===== config.mk =====
export PLATFORM = sky130hd
export DESIGN_NAME = pc_redirect_ctrl
export DESIGN_NICKNAME = d
export VERILOG_FILES = /design/src/rtl/pc_ctrl_pkg.sv /design/src/rtl/pc_ctrl_perf.sv /design/src/rtl/pc_redirect_ctrl.sv
export SDC_FILE = /design/constraint.sdc
export NUM_CORES = 1
export LEC_CHECK = 0
export CAP_MARGIN = 40
export CORE_ASPECT_RATIO = 0.75
export CORE_MARGIN = 3
export CORE_UTILIZATION = 41
export DETAILED_ROUTE_END_ITERATION = 6
export MAX_ROUTING_LAYER = met4
export PLACE_DENSITY = 0.89
export SYNTH_ARGS = -nofsm -noshare
export SYNTH_HDL_FRONTEND = slang
export SYNTH_SLANG_ARGS = --single-unit
export TNS_END_PERCENT = 50

===== constraint.sdc =====
create_clock -name clk -period 2.55 [get_ports clk]
set_input_delay 0.3825 -clock clk [delete_from_list [all_inputs] [get_ports clk]]
set_output_delay 0.3825 -clock clk [all_outputs]
set_load 0.005 [all_outputs]

===== src/rtl/pc_ctrl_pkg.sv =====
// pc_ctrl_pkg
// Shared definitions for the PC redirect controller: datapath width, the
// default boot/trap addresses, the sequential fetch increment, the FSM state
// encoding and an alignment helper.
// Optional feature macro used by the controller: PC_REDIRECT_PERF_EN.
package pc_ctrl_pkg;

    localparam int XLEN = 32;

    localparam logic [XLEN-1:0] RESET_PC_DEF = 32'h0000_0000;
    localparam logic [XLEN-1:0] TRAP_VEC_DEF = 32'h0000_0100;
    localparam logic [XLEN-1:0] PC_INC       = 32'd4;

    typedef enum logic [1:0] {
        ST_BOOT  = 2'd0,
        ST_RUN   = 2'd1,
        ST_STALL = 2'd2
    } pc_state_e;

    // Fetch addresses must be word aligned; any set low bit is a bad target.
    function automatic logic is_misaligned(input logic [XLEN-1:0] addr);
        return addr[1:0] != 2'b00;
    endfunction

endpackage


===== src/rtl/pc_ctrl_perf.sv =====
// pc_ctrl_perf
// Two saturating 32-bit performance counters for the PC redirect controller.
// Built only when PC_REDIRECT_PERF_EN is defined.
// Ports:
//   clk            - clock
//   rst            - asynchronous active-low reset
//   redirect_i     - one cycle with an accepted redirect
//   stall_i        - one cycle spent in the STALL state
//   redirect_cnt_o - accepted redirect count (saturating)
//   stall_cnt_o    - stall cycle count (saturating)
module pc_ctrl_perf
    import pc_ctrl_pkg::*;
(
    input  logic            clk,
    input  logic            rst,
    input  logic            redirect_i,
    input  logic            stall_i,
    output logic [XLEN-1:0] redirect_cnt_o,
    output logic [XLEN-1:0] stall_cnt_o
);

    localparam logic [XLEN-1:0] CNT_ONE = 'd1;
    localparam logic [XLEN-1:0] CNT_MAX = '1;

    logic [XLEN-1:0] redirect_cnt_q, redirect_cnt_d;
    logic [XLEN-1:0] stall_cnt_q,    stall_cnt_d;

    always_comb begin
        redirect_cnt_d = redirect_cnt_q;
        stall_cnt_d    = stall_cnt_q;
        if (redirect_i && (redirect_cnt_q != CNT_MAX)) begin
            redirect_cnt_d = redirect_cnt_q + CNT_ONE;
        end
        if (stall_i && (stall_cnt_q != CNT_MAX)) begin
            stall_cnt_d = stall_cnt_q + CNT_ONE;
        end
    end

    always_ff @(posedge clk or negedge rst) begin
        if (!rst) begin
            redirect_cnt_q <= '0;
            stall_cnt_q    <= '0;
        end else begin
            redirect_cnt_q <= redirect_cnt_d;
            stall_cnt_q    <= stall_cnt_d;
        end
    end

    assign redirect_cnt_o = redirect_cnt_q;
    assign stall_cnt_o    = stall_cnt_q;

endmodule


===== src/rtl/pc_redirect_ctrl.sv =====
// pc_redirect_ctrl
// Fetch PC sequencer with branch/jump redirect, hazard stall and misaligned
// target trapping. Build option: PC_REDIRECT_PERF_EN adds saturating redirect
// and stall counters; without it both counter outputs are tied to zero.
// Ports:
//   clk, rst                  - clock, asynchronous active-low reset
//   ex_br_valid, ex_br_addr   - taken branch from EX (highest priority)
//   id_jmp_valid, id_jmp_addr - unconditional jump from ID
//   hz_stall                  - hazard-unit stall request
//   if_ready                  - instruction memory accepts the fetch
//   pc_o, pc_valid_o          - fetch address and request valid
//   flush_if_o, flush_id_o    - kill IF/ID and ID/EX instructions
//   misalign_o, mtval_o       - misaligned-target pulse and captured address
//   redirect_cnt_o, stall_cnt_o - performance counters
module pc_redirect_ctrl
    import pc_ctrl_pkg::*;
#(
    parameter logic [XLEN-1:0] RESET_PC = RESET_PC_DEF,
    parameter logic [XLEN-1:0] TRAP_VEC = TRAP_VEC_DEF
) (
    input  logic            clk,
    input  logic            rst,
    input  logic            ex_br_valid,
    input  logic [XLEN-1:0] ex_br_addr,
    input  logic            id_jmp_valid,
    input  logic [XLEN-1:0] id_jmp_addr,
    input  logic            hz_stall,
    input  logic            if_ready,
    output logic [XLEN-1:0] pc_o,
    output logic            pc_valid_o,
    output logic            flush_if_o,
    output logic            flush_id_o,
    output logic            misalign_o,
    output logic [XLEN-1:0] mtval_o,
    output logic [XLEN-1:0] redirect_cnt_o,
    output logic [XLEN-1:0] stall_cnt_o
);

    pc_state_e       state_q, state_d;
    logic [XLEN-1:0] pc_q, pc_d;
    logic [XLEN-1:0] mtval_q, mtval_d;
    logic            misalign_q, misalign_d;

    logic            redir_req;
    logic            redir_acc;
    logic [XLEN-1:0] redir_tgt;
    logic            tgt_bad;

    // EX branch wins over the ID jump; redirects are dropped while booting.
    assign redir_req = ex_br_valid | id_jmp_valid;
    assign redir_tgt = ex_br_valid ? ex_br_addr : id_jmp_addr;
    assign redir_acc = redir_req && (state_q != ST_BOOT);
    assign tgt_bad   = is_misaligned(redir_tgt);

    always_ff @(posedge clk or negedge rst) begin
        if (!rst) begin
            state_q <= ST_BOOT;
        end else begin
            state_q <= state_d;
        end
    end

    // Outside BOOT the stall request alone picks the next state, whether or
    // not a redirect happens in the same cycle.
    always_comb begin
        state_d = state_q;
        case (state_q)
            ST_BOOT:  state_d = ST_RUN;
            ST_RUN,
            ST_STALL: state_d = hz_stall ? ST_STALL : ST_RUN;
            default:  state_d = ST_BOOT;
        endcase
    end

    always_comb begin
        pc_valid_o = (state_q == ST_RUN);
        flush_if_o = redir_req;
        flush_id_o = ex_br_valid;
    end

    // A redirect beats both stall and if_ready=0; a fetch only advances when
    // it was actually presented and accepted.
    always_comb begin
        pc_d       = pc_q;
        mtval_d    = mtval_q;
        misalign_d = 1'b0;
        if (redir_acc) begin
            if (tgt_bad) begin
                pc_d       = TRAP_VEC;
                mtval_d    = redir_tgt;
                misalign_d = 1'b1;
            end else begin
                pc_d = redir_tgt;
            end
        end else if ((state_q == ST_RUN) && if_ready && !hz_stall) begin
            pc_d = pc_q + PC_INC;
        end
    end

    always_ff @(posedge clk or negedge rst) begin
        if (!rst) begin
            pc_q       <= RESET_PC;
            mtval_q    <= '0;
            misalign_q <= 1'b0;
        end else begin
            pc_q       <= pc_d;
            mtval_q    <= mtval_d;
            misalign_q <= misalign_d;
        end
    end

    assign pc_o       = pc_q;
    assign mtval_o    = mtval_q;
    assign misalign_o = misalign_q;

`ifdef PC_REDIRECT_PERF_EN
    pc_ctrl_perf u_perf (
        .clk            (clk),
        .rst            (rst),
        .redirect_i     (redir_acc),
        .stall_i        (state_q == ST_STALL),
        .redirect_cnt_o (redirect_cnt_o),
        .stall_cnt_o    (stall_cnt_o)
    );
`else
    assign redirect_cnt_o = '0;
    assign stall_cnt_o    = '0;
`endif

endmodule


==> impl_metrics.env, run 1 <==
export IMPL_outcome="complete, no violations"
export IMPL_post_dp_hpwl_um=8340
export IMPL_cts_tree="done"
export IMPL_design_area_um2=5520
export IMPL_slowest_delay_ns=0.64
export IMPL_syn_to_final_growth_pct=39.1
export IMPL_ys_warnings_count=0
export IMPL_cts_sinks=67
export IMPL_clk_latency_ns=0.33
export IMPL_antenna_found_initial=0
export IMPL_grt_ovfl_total=0
export IMPL_ys_types=45
export IMPL_rsz0062_at_grt="false"
export IMPL_worst_slack_ns=0.374
export IMPL_endpoint="mtval_o[27]"
export IMPL_root_buffer="clkbuf_16"
export IMPL_syn_inst=405
export IMPL_syn_area_per_cell_um2=9.79
export IMPL_num_nets_final=614
export IMPL_crit_path_cell_trace="inv_1 > ha_1 > nand2b_1 > nor3_4 > buf_4 > nor2_1 > a21oi_1"
export IMPL_peakVddDrop_uv=472
export IMPL_drc=0
export IMPL_ios=202
export IMPL_startpoint_type="flop"
export IMPL_path_depth=7
export IMPL_hold_slack_ns=0.166
export IMPL_critical_path_required_ns=2.80
export IMPL_period_needed_ns=2.18
export IMPL_grt_use_total_pct=20.7
export IMPL_drt_iter0_drc=204
export IMPL_arrival_ns=2.43
export IMPL_grt_pass1_vias=3385
export IMPL_clockBufferDepth=2
export IMPL_mostFrequentLayoutCell="clkdlybuf4s50_1"
export IMPL_wl_per_cell_um=16.2
export IMPL_h_tree_depth=3
export IMPL_slowest_stage="nor3_4"
export IMPL_regToRegEndpoint="mtval_o[27]"
export IMPL_critical_path_class="flop to flop"
export IMPL_cts_clk_slew_worst_paths_ns=0.06
export IMPL_cts_made_buffers=9
export IMPL_min_path_type="input pin to async pin"
export IMPL_skew_ns=0.00547
export IMPL_cp_end_kind="flop"
export IMPL_grt_pass1_wl_um=17400
export IMPL_gp_congestion=0.838
export IMPL_die_x_um=120
export IMPL_tightest_slew_ns=0.866
export IMPL_vias=3314
export IMPL_finalSetupTns_ns=0
export IMPL_final_max_slew_viol_count=0
export IMPL_regToRegSetupSlack_ns=0.37
export IMPL_die_area_um2=10900
export IMPL_preCtsSetupSlack_ns=0.130
export IMPL_core_area_um2=9230
export IMPL_io_buffers=137
export IMPL_rr_startpoint="state_q[0]"
export IMPL_max_freq_mhz=460
export IMPL_power_mw=5.06
export IMPL_layout_common_cells="clkdlybuf4s50_1, dfrtp_1, conb_1"
export IMPL_power_density_nw_per_um2=918
export IMPL_place_inst=657
export IMPL_cts_hold_buf=0
export IMPL_syn_area_um2=3970
export IMPL_initial_core_util_pct=43.0
export IMPL_layout_cells_non_filler=673
export IMPL_finalCritPeriodShare_pct=85.3
export IMPL_setup_viol=0
export IMPL_antennaDiodeCount=0
export IMPL_relSlewSlack_pct=42.3
export IMPL_dr_pass1_iters=4
export IMPL_final_util_pct=59.7
export IMPL_rows=30
export IMPL_vias_per_cell=4.92
export IMPL_path_buf_inv=2
export IMPL_post_cts_buffers=0
export IMPL_grt_max_degree=68
export IMPL_drive_gt1_share_pct=9.36
export IMPL_crit_start="state_q[0]"
export IMPL_timing_final_hold_violations=0
export IMPL_wl_um=10900
export IMPL_rr_worst_depth=7
export IMPL_power_leakage_nw=2.31
export IMPL_placed_area_um2=5220
export IMPL_num_fill_cells=787
export IMPL_ctsResizeCount=0
export IMPL_drv_cap=0
export IMPL_die_h_um=91.2
export IMPL_ys_seq_area_share_pct=42.3
export IMPL_crit_fanout=27
export IMPL_ant_nets=0
export IMPL_ys_ff_latch=67
export IMPL_crit_family="simple AND/OR/NAND/NOR gates"
[registers in the layout, summed over array words and instances (netlist names)]
name / count
mtval_o: 32
pc_o: 32
state_q: 2
misalign_o: 1
[Yosys cell counts, drive strengths merged]
library cell | instances | share of area (%)
mux2 | 4 | 1.1
and3 | 3 | 0.47
nor3b | 1 | 0.19
nand2 | 16 | 1.6
and4 | 1 | 0.22
a2bb2oi | 2 | 0.44
nand4b | 1 | 0.22
or4 | 1 | 0.28
nor4 | 7 | 2.3
nand3b | 1 | 0.19
conb | 1 | 0.095
xor2 | 16 | 3.5
a21oi | 29 | 3.7
xnor2 | 12 | 2.6
nor2 | 38 | 3.6
buf | 77 | 14
nand2b | 1 | 0.16
nor2b | 3 | 0.47
clkbuf | 8 | 0.76
o22ai | 22 | 4.1
ha | 4 | 1.3
or3 | 7 | 1.1
o21ba | 1 | 0.25
a22oi | 1 | 0.19
nand4 | 8 | 1.4
nor3 | 7 | 1.1
inv | 4 | 0.38
or2 | 4 | 0.63
dfrtp | 67 | 42
nand3 | 13 | 1.6
mux2i | 31 | 7.8
o21ai | 12 | 1.6
and2 | 2 | 0.32
[power breakdown]
part	switching [mW]	internal, mW
clock	0.464	0.752
sequential	0.339	1.47
combinational	0.887	1.15
[kinds of logic after synthesis]
kind of cell | after synthesis | synth area share (%)
other | 1 | 0.0945
flip-flops | 67 | 42.3
adder cells (fa/ha/maj) | 4 | 1.26
AO/OA/AOI/OAI | 67 | 10.3
buffers and inverters | 89 | 15.1
AND/OR/NAND/NOR | 114 | 15.9
multiplexers | 35 | 8.96
XOR/XNOR | 28 | 6.18
[final cells by class]
type                       instances  area, um^2  area share (%)
tap                              128         160            2.90
inverter                           4        15.0           0.272
timing repair buffer             146        1430            26.0
clock buffer                       9         225            4.08
multi-input combinational        312        1940            35.1
sequential                        67        1680            30.4
clock inverter                     7        68.8            1.25
[metal layers]
layer / track usage [%] / routed length, um / vias to the layer above / share of wire (%)
met5: - / 0 / - / 0
li1: - / - / 1554 / -
met2: 33.0 / 5380 / 151 / 49
met4: 6.77 / 175 / 0 / 1.6
met3: 6.97 / 875 / 18 / 8.0
met1: 24.9 / 4450 / 1591 / 41
[worst min path at each step]
stage                        endpoint     from  slack, ns  depth (start not counted)
final                     mtval_o[22]      rst       0.17                          1
after global routing      mtval_o[21]      rst       0.24                          1
after CTS                 mtval_o[26]      rst       0.18                          1
after detailed placement      pc_o[1]  pc_o[1]       0.49                          1
after global placement        pc_o[0]  pc_o[0]       0.48                          1
after floorplan            misalign_o      rst       0.09                          0
[worst register-to-register path, stage by stage (launching register included)]
cell and delay, ns:
dfrtp_1 0.38, inv_1 0.06, ha_1 0.22, nand2b_1 0.20, nor3_4 0.64, buf_4 0.40
nor2_1 0.09, a21oi_1 0.13
Power figures use the tool's default switching activity.
==> inputs of run 2 (changes only) <==
==> constraint.sdc (replaced) <==
create_clock -name clk -period 2.55 [get_ports clk]
set_input_delay 0.3825 -clock clk [delete_from_list [all_inputs] [get_ports clk]]
set_output_delay 0.3825 -clock clk [all_outputs]
set_load 0.01 [all_outputs]
==> results of run 2 <==
Same layout as run 1 (identical final DEF). Status: complete, no violations.
Among the figures that moved: total power 5.06 mW -> 5.24 mW; worst IR drop on VDD 472 uV -> 475 uV
